`src/rtl/tank_decoder_seq.sv`:
```
// Sequential dual-rail tank address decoder: latches a transfer request and holds
// a one-hot tank select for one minor cycle. Optional macro TANK_DECODER_LONG_EN adds long-word transfers.
module tank_decoder_seq #(
  parameter int ADDR_BITS = 2,
  parameter int WORD_TIME = 18,
  parameter int CNT_W     = 8
) (
  input  logic                    clk,
  input  logic                    rst,
  input  logic [ADDR_BITS-1:0]    addr_pos,
  input  logic [ADDR_BITS-1:0]    addr_neg,
  input  logic                    t_in,
  input  logic                    t_out,
  input  logic                    mc_start,
  input  logic                    dp,
`ifdef TANK_DECODER_LONG_EN
  input  logic                    long_wd,
`endif
  output logic [2**ADDR_BITS-1:0] tank_in,
  output logic [2**ADDR_BITS-1:0] tank_out,
  output logic                    busy,
  output logic                    done,
  output logic                    rail_err
);

  localparam int TANKS = 2**ADDR_BITS;
  localparam logic [CNT_W-1:0] CNT_ONE    = CNT_W'(1);
  localparam logic [CNT_W-1:0] LAST_SHORT = CNT_W'(WORD_TIME - 1);
`ifdef TANK_DECODER_LONG_EN
  localparam logic [CNT_W-1:0] LAST_LONG  = CNT_W'(2 * WORD_TIME - 1);
`endif

  typedef enum logic [1:0] {
    IDLE      = 2'd0,
    WAIT_SYNC = 2'd1,
    XFER      = 2'd2,
    DONE      = 2'd3
  } state_t;

  state_t               state, state_n;
  logic [CNT_W-1:0]     cnt, cnt_n, last_cnt;
  logic [ADDR_BITS-1:0] addr_r, addr_n;
  logic                 dir_in, dir_in_n;
  logic                 err_n, busy_n, done_n, rails_ok;
  logic [TANKS-1:0]     sel, tank_in_n, tank_out_n;
`ifdef TANK_DECODER_LONG_EN
  logic                 long_r, long_n;
`endif

  assign rails_ok = (addr_neg == ~addr_pos);
  assign sel      = {{(TANKS-1){1'b0}}, 1'b1} << addr_r;

`ifdef TANK_DECODER_LONG_EN
  assign last_cnt = long_r ? LAST_LONG : LAST_SHORT;
`else
  assign last_cnt = LAST_SHORT;
`endif

  always_comb begin
    state_n  = state;
    cnt_n    = cnt;
    addr_n   = addr_r;
    dir_in_n = dir_in;
    err_n    = rail_err;
`ifdef TANK_DECODER_LONG_EN
    long_n   = long_r;
`endif
    case (state)
      IDLE: begin
        if (t_in || t_out) begin
          if ((t_in && t_out) || !rails_ok) begin
            err_n = 1'b1;
          end else begin
            addr_n   = addr_pos;
            dir_in_n = t_in;
`ifdef TANK_DECODER_LONG_EN
            long_n   = long_wd;
`endif
            state_n  = WAIT_SYNC;
          end
        end else begin
          state_n = IDLE;
        end
      end
      WAIT_SYNC: begin
        if (mc_start) begin
          state_n = XFER;
          cnt_n   = {CNT_W{1'b0}};
        end else begin
          state_n = WAIT_SYNC;
        end
      end
      XFER: begin
        // Only digit pulses advance the transfer; mc_start is ignored here.
        if (dp) begin
          cnt_n = cnt + CNT_ONE;
          if (cnt == last_cnt) begin
            state_n = DONE;
          end else begin
            state_n = XFER;
          end
        end else begin
          state_n = XFER;
        end
      end
      DONE:    state_n = IDLE;
      default: state_n = IDLE;
    endcase

    // Outputs are precomputed from the next state so they can be registered.
    busy_n     = (state_n != IDLE);
    done_n     = (state_n == DONE);
    tank_in_n  = (state_n == XFER &&  dir_in) ? sel : {TANKS{1'b0}};
    tank_out_n = (state_n == XFER && !dir_in) ? sel : {TANKS{1'b0}};
  end

  always_ff @(posedge clk) begin
    if (rst) begin
      state    <= IDLE;
      cnt      <= {CNT_W{1'b0}};
      addr_r   <= {ADDR_BITS{1'b0}};
      dir_in   <= 1'b0;
      tank_in  <= {TANKS{1'b0}};
      tank_out <= {TANKS{1'b0}};
      busy     <= 1'b0;
      done     <= 1'b0;
      rail_err <= 1'b0;
`ifdef TANK_DECODER_LONG_EN
      long_r   <= 1'b0;
`endif
    end else begin
      state    <= state_n;
      cnt      <= cnt_n;
      addr_r   <= addr_n;
      dir_in   <= dir_in_n;
      tank_in  <= tank_in_n;
      tank_out <= tank_out_n;
      busy     <= busy_n;
      done     <= done_n;
      rail_err <= err_n;
`ifdef TANK_DECODER_LONG_EN
      long_r   <= long_n;
`endif
    end
  end

endmodule

```
`config.mk`:
```
export PLATFORM = sky130hd
export DESIGN_NAME = tank_decoder_seq
export DESIGN_NICKNAME = d
export VERILOG_FILES = /design/src/rtl/tank_decoder_seq.sv
export SDC_FILE = /design/constraint.sdc
export NUM_CORES = 1
export LEC_CHECK = 0
export ABC_CLOCK_PERIOD_IN_PS = 3100
export BUFFER_PORTS_ARGS = -buffer_cell sky130_fd_sc_hd__buf_4
export CAP_MARGIN = 20
export CORE_MARGIN = 4
export CORE_UTILIZATION = 55
export CTS_CLUSTER_DIAMETER = 60
export DETAILED_ROUTE_END_ITERATION = 16
export PLACE_DENSITY = 0.8
export SYNTH_ARGS = -nofsm -noshare
export SYNTH_HDL_FRONTEND = slang
export SYNTH_SLANG_ARGS = --single-unit
```
`constraint.sdc`:
```
create_clock -name clk -period 3.1 [get_ports clk]
set_input_delay 0.155 -clock clk [delete_from_list [all_inputs] [get_ports clk]]
set_output_delay 0.155 -clock clk [all_outputs]
set_load 0.02 [all_outputs]
```
==> impl_metrics.py, run 1 <==
metrics = {
    "status": {
        "status": "finished, final reports clean",
    },
    "timing": {
        "worstMarginPinSlew_ns": 0.394,
        "finalSetupTns_ns": 0,
        "layout_setup_ws_ns": 1.57,
        "maxSlewHeadroom_pct": 73.6,
        "rsz0062_at_grt": "false",
        "finalCriticalPeriod_ns": 1.53,
        "hold_viol": 0,
        "skew_ns": 0.00736,
        "setup_viol": 0,
        "finalMaxSlewViolations": 0,
        "fin_crit_sh_pct": 49.4,
        "timing.fmax_ghz": 0.653,
    },
    "setup_path": {
        "worstSetupEndpointType": "flip-flop",
        "slowest_stage": "or4_1",
        "crit_fanout": 10,
        "crit_type": "reg -> reg",
        "cp_data_required_time_ns": 3.31,
        "crit_arrival_ns": 1.74,
        "slowest_delay_ns": 0.53,
        "r2r_start": "cnt[5]",
        "r2r-end": "tank_out[2]",
        "ff2ff_path_depth": 4,
        "crit_path_start_kind": "flip-flop",
        "regToRegSetupSlack_ns": 1.57,
        "cp_cell_sequence": "or4_1 -> o32a_1 -> nand2_4 -> nor4_1",
    },
    "clock_tree": {
        "cts_tree": "done",
        "cts_made_buffers": 3,
        "insertion_delay_ns": 0.31,
        "root_buffer": "clkbuf_4",
        "cts.clk_slew.worst_paths_ns": 0.13,
        "ctsResizeCount": 0,
        "hold_buffers": 0,
        "post_cts_buffers": 0,
        "htree_levels": 1,
        "cts_sinks": 24,
        "clock_path_buffers": 2,
    },
    "logic_synthesis": {
        "synth_area_per_cell_um2": 9.72,
        "yosysUniqueCellTypes": 31,
        "synth_area_um2": 991,
        "yosys_warnings": 0,
        "synthTopCellsByArea": "dfxtp_1 (48%), xor2_1 (8.0%), nor2_1 (6.4%)",
        "yosysTopAreaCell": "dfxtp_1",
        "synth_fp_nets": 114,
        "yosysSeqAreaShare_pct": 48.5,
        "synth-seq-cells": 24,
        "synth_top_cell_area_share_pct": 48.5,
        "postSynthCellCount": 102,
    },
    "die": {
        "core-area_um2": 1710,
        "die_h_um": 50.4,
        "die-width_um": 50.4,
        "core.rowCount": 15,
        "io_pins": 21,
        "dieArea_um2": 2540,
        "start_util_pct": 58.0,
    },
    "placement": {
        "port_buffers": 20,
        "hpwl_um": 1350,
        "gp_congestion": 0.757,
        "pre_cts_ws_ns": 1.62,
    },
    "pwr": {
        "p_leak_uw": 0.000529,
        "vdd_drop_max_mv": 0.307,
        "power.density_nw_per_um2": 497,
    },
    "routing": {
        "vias": 783,
        "drc": 0,
        "viasPerCell": 5.29,
        "drtIter0Drc": 9,
        "dr.pass1.iters": 4,
        "ant_nets": 0,
        "drt-total-wl_um": 1850,
        "wire_per_inst_um": 12.5,
    },
    "global_route": {
        "met1_usage_pct": 22.0,
        "grt_use_met3_pct": 2.97,
        "grt.busiest_layer": "met2",
        "use_met2_pct": 24.6,
        "antenna_found_initial": 0,
        "grt_pass1_wl_um": 3120,
        "grt-ovfl-total": 0,
        "grt_pass1_vias": 719,
        "track_usage_pct": 16.2,
        "grt_max_degree": 15,
    },
    "min_path": {
        "whs_path_depth": 2,
        "hold_path.class": "in -> reg",
        "holdPathEnd": "dir_in",
        "holdCritStartpoint": "rst",
    },
    "final_layout": {
        "layout-drive-gt1-share_pct": 20.3,
        "nNetsFinal": 136,
        "area_growth_pct": 22.5,
        "n_antenna_cell": 0,
    },
    "job": {
        "max_cap_viol_count": 0,
    },
}
[worst max-delay path, delay by kind of cell, from the launching register on]
kind / cells / cell delay (ns)
AOI/OAI and AO/OA: 1 / 0.34
and+or+nand+nor: 3 / 0.74
DFF: 1 / 0.35
[worst max-delay path by stage]
stage / startpoint / to / cells past startpoint / slack [ns]
after floorplan: cnt[5] / tank_out[0] / 4 / 1.68
after global placement: cnt[5] / tank_in[1] / 4 / 1.63
after detailed placement: cnt[5] / tank_in[1] / 4 / 1.62
after CTS: cnt[5] / tank_out[2] / 4 / 1.56
after global routing: cnt[5] / tank_out[2] / 4 / 1.50
final: cnt[5] / tank_out[2] / 4 / 1.57
[layer usage]
| metal | part of all wire (%) | vias to the layer above |
|---|---|---|
| met3 | 5.0 | 4 |
| met5 | 0 | - |
| met1 | 48 | 355 |
| met4 | 1.4 | 0 |
| li1 | - | 404 |
| met2 | 46 | 20 |
[kinds of logic after synthesis]
| group | after synthesis | synth area share, % |
|---|---|---|
| compound gates | 12 | 8.71 |
| xor+xnor | 9 | 7.95 |
| fa+ha+maj | 2 | 2.52 |
| buf+inv | 6 | 2.27 |
| flops | 24 | 48.5 |
| mux | 5 | 5.05 |
| simple gates | 44 | 25.0 |
[cell usage in the layout, fill, tap and decap left out, types with 2 or more instances in the layout]
cell,instances
mux2i_1,5
dfxtp_1,24
inv_1,3
buf_4,20
nor4_1,6
o2111ai_1,2
nand2_1,2
o21ai_0,2
o211ai_1,3
nand2b_1,5
xor2_1,9
clkbuf_4,3
ha_1,2
nor2_1,17
and2_1,2
and3b_1,2
[Yosys cell counts]
cell type / n
nand2_1: 2
and3b_1: 2
o211ai_1: 3
clkbuf_1: 2
nand3b_1: 1
mux2i_1: 5
a211oi_1: 1
and2_1: 2
nand2b_1: 5
inv_1: 3
a31oi_1: 1
o21ai_0: 2
a21oi_1: 1
nand4b_1: 1
nand4_1: 1
and4_1: 1
or4_1: 1
o2111ai_1: 2
buf_1: 1
and2b_1: 1
xor2_1: 9
o32a_1: 1
a21o_1: 1
ha_1: 2
nor4b_1: 1
and3_1: 1
nand2_4: 1
nor2_1: 17
nor4_1: 6
nand3_1: 1
dfxtp_1: 24
[where the power goes]
group	switching, µW	internal (µW)	total [µW]
logic	31.8	25.5	57.2
clock network	93.6	131	224
registers	6.62	316	322
total	132	472	604
[layout make-up]
| cell class | instances | area (µm²) |
|---|---|---|
| clock buffer | 3 | 22.5 |
| sequential | 24 | 480 |
| multi-input combinational | 72 | 488 |
| clock inverter | 1 | 30.0 |
| fill | 141 | 494 |
| inverter | 3 | 11.3 |
| tap | 25 | 31.3 |
| timing repair buffer | 20 | 150 |
[metrics by stage]
step	utilization [%]	power (µW)	hold slack, ns	std cells	instance area [µm²]
2_1_floorplan	-	363	0.299	102	991
3_3_place_gp	68.0	384	0.404	144	1160
3_5_place_dp	68.0	386	0.406	144	1160
6_report	71.1	604	0.0696	148	1210
5_1_grt	71.1	629	0.0572	148	1210
4_1_cts	71.1	608	0.0587	148	1210
[registers in the layout, indices dropped and copies added (netlist names)]
register  cells
state         2
busy          1
cnt           8
rail_err      1
done          1
dir_in        1
addr_r        2
tank_in       4
tank_out      4
Power figures use the tool's default switching activity.
==> run 2: changes to the inputs <==
==> config.mk (replaced) <==
export PLATFORM = sky130hd
export DESIGN_NAME = tank_decoder_seq
export DESIGN_NICKNAME = d
export VERILOG_FILES = /design/src/rtl/tank_decoder_seq.sv
export SDC_FILE = /design/constraint.sdc
export NUM_CORES = 1
export LEC_CHECK = 0
export ABC_CLOCK_PERIOD_IN_PS = 1600
export BUFFER_PORTS_ARGS = -buffer_cell sky130_fd_sc_hd__buf_4
export CAP_MARGIN = 20
export CORE_MARGIN = 4
export CORE_UTILIZATION = 51
export CTS_CLUSTER_DIAMETER = 60
export DETAILED_ROUTE_END_ITERATION = 16
export PLACE_DENSITY = 0.75
export SYNTH_ARGS = -nofsm -noshare
export SYNTH_HDL_FRONTEND = slang
export SYNTH_SLANG_ARGS = --single-unit
==> constraint.sdc (replaced) <==
create_clock -name clk -period 1.6 [get_ports clk]
set_input_delay 0.08 -clock clk [delete_from_list [all_inputs] [get_ports clk]]
set_output_delay 0.08 -clock clk [all_outputs]
set_load 0.02 [all_outputs]
==> impl_metrics.py, run 2 (synthesis gave the netlist of run 1 again) <==
metrics = {
    "status": {
        "status": "finished, final reports clean",
    },
    "job": {
        "max_cap_viol_count": 0,
    },
    "placement": {
        "gp_congestion": 0.832,
        "port_buffers": 20,
        "dp_cells": 145,
        "hpwl_um": 1410,
    },
    "pwr": {
        "p_leak_uw": 0.000538,
        "power.density_nw_per_um2": 951,
        "vdd_drop_max_mv": 0.680,
        "total_power_uw": 1170,
    },
    "timing": {
        "fin_crit_sh_pct": 94.6,
        "hold_viol": 0,
        "worstMarginPinSlew_ns": 0.351,
        "timing.fmax_ghz": 0.661,
        "hold_slack_ns": 0.00941,
        "skew_ns": 0.00268,
        "finalMaxSlewViolations": 0,
        "finalSetupTns_ns": 0,
        "finalCriticalPeriod_ns": 1.51,
        "setup_viol": 0,
        "rsz0062_at_grt": "false",
        "maxSlewHeadroom_pct": 76.6,
    },
    "die": {
        "die_h_um": 52.1,
        "core-area_um2": 1780,
        "start_util_pct": 55.6,
        "dieArea_um2": 2710,
        "die-width_um": 52.1,
        "io_pins": 21,
        "core.rowCount": 15,
    },
    "setup_path": {
        "cp_cell_sequence": "or4_1 -> o32a_1 -> nand2_4 -> nor4b_1",
        "crit_path_start_kind": "flip-flop",
        "critical_path.top_delay_family": "simple AND/OR/NAND/NOR gates",
        "crit_type": "reg -> reg",
        "critical_path_buf_inv_count": 0,
        "slowest_delay_ns": 0.52,
        "slowest_stage": "or4_1",
        "crit_arrival_ns": 1.72,
        "cp_data_required_time_ns": 1.81,
        "worstSetupEndpointType": "flip-flop",
        "crit_fanout": 10,
    },
    "final_layout": {
        "multi_input_area_um2": 488,
        "layout-drive-gt1-share_pct": 20.8,
        "area_growth_pct": 24.2,
        "fillCellCount": 155,
        "largest_register_ffs": 8,
        "nNetsFinal": 138,
        "final_cells": 150,
        "final_cell_mix": "dfxtp_1 (24), buf_4 (21), nor2_1 (17)",
        "top_regs": "cnt (8), tank_in (4), tank_out (4)",
        "mostFrequentLayoutCell": "dfxtp_1",
        "top_register": "cnt",
        "seqCellArea_um2": 480,
        "n_antenna_cell": 0,
    },
    "clock_tree": {
        "ctsResizeCount": 0,
        "cts.clk_slew.worst_paths_ns": 0.13,
        "cts_made_buffers": 3,
        "cts_tree": "done",
        "clock_path_buffers": 2,
        "root_buffer": "clkbuf_4",
        "cts_sinks": 24,
        "htree_levels": 1,
        "insertion_delay_ns": 0.31,
    },
    "min_path": {
        "hold_path.class": "in -> reg",
    },
    "routing": {
        "wire_per_inst_um": 12.4,
        "drc": 0,
        "vias": 775,
        "drt-total-wl_um": 1850,
        "dr.pass1.iters": 4,
        "ant_nets": 0,
        "drtIter0Drc": 13,
        "viasPerCell": 5.17,
    },
    "global_route": {
        "grt_pass1_wl_um": 3390,
        "track_usage_pct": 16.5,
        "grt_pass1_vias": 781,
        "grt_max_degree": 15,
        "antenna_found_initial": 0,
        "grt-ovfl-total": 0,
    },
}
## run 2: cell types whose count changed in the layout (fill, tap and decap cells not counted), sizes merged
| cell | before | now |
|---|---|---|
| dlygate4sd3 | 0 | 1 |
| buf | 20 | 21 |
## run 2: worst paths after layout
| kind | cells past startpoint | end | slack (ns) | from |
|---|---|---|---|---|
| setup / recovery | 4 | tank_out[0] | 0.09 | cnt[5] |
| hold / removal | 3 | addr_r[0] | 0.009 | addr_pos[0] |
| setup reg to reg | 4 | tank_out[0] | 0.09 | cnt[5] |
| hold reg to reg | 2 | rail_err | 0.54 | rail_err |
## run 2: report_power, final
| part | total (µW) | switching, µW | leakage [µW] | internal, µW |
|---|---|---|---|---|
| clock network | 435 | 182 | 0.0000279 | 253 |
| logic | 112 | 61.0 | 0.000316 | 50.8 |
| registers | 624 | 12.6 | 0.000194 | 612 |
## run 2: worst min-delay path, cell delays in order
cell     delay (ns)
buf_4          0.09
mux2i_1        0.05
nor2_1         0.07
## run 2: area by class of cell
type | count | share of cell area, %
Clock buffer | 3 | 1.83
Inverter | 3 | 0.915
Multi-Input combinational cell | 72 | 39.6
Clock inverter | 1 | 2.44
Tap cell | 25 | 2.54
Sequential cell | 24 | 39.0
Timing Repair Buffer | 22 | 13.6
## run 2: layer usage
layer,wire length (µm),global-route usage [%],vias to the layer above
met1,919,22.7,344
met2,807,25.1,26
met5,0,0,-
li1,-,-,403
met4,19,7.86,0
met3,107,2.58,2
## run 2: repair_timing
action | 4_1_cts | 5_1_grt
buffers inserted | 0 | 0
endpoints found under the hold margin | 7 | 0
hold buffers | 1 | 0
## run 2: metrics by stage
| step | util (%) | cell area, µm² | setup slack (ns) |
|---|---|---|---|
| after floorplan | - | 991 | 0.180 |
| after global placement | 65.5 | 1170 | 0.128 |
| after detailed placement | 65.5 | 1170 | 0.106 |
| after CTS | 69.1 | 1230 | 0.0821 |
| after global routing | 69.1 | 1230 | 0.0199 |
| final | 69.1 | 1230 | 0.0864 |
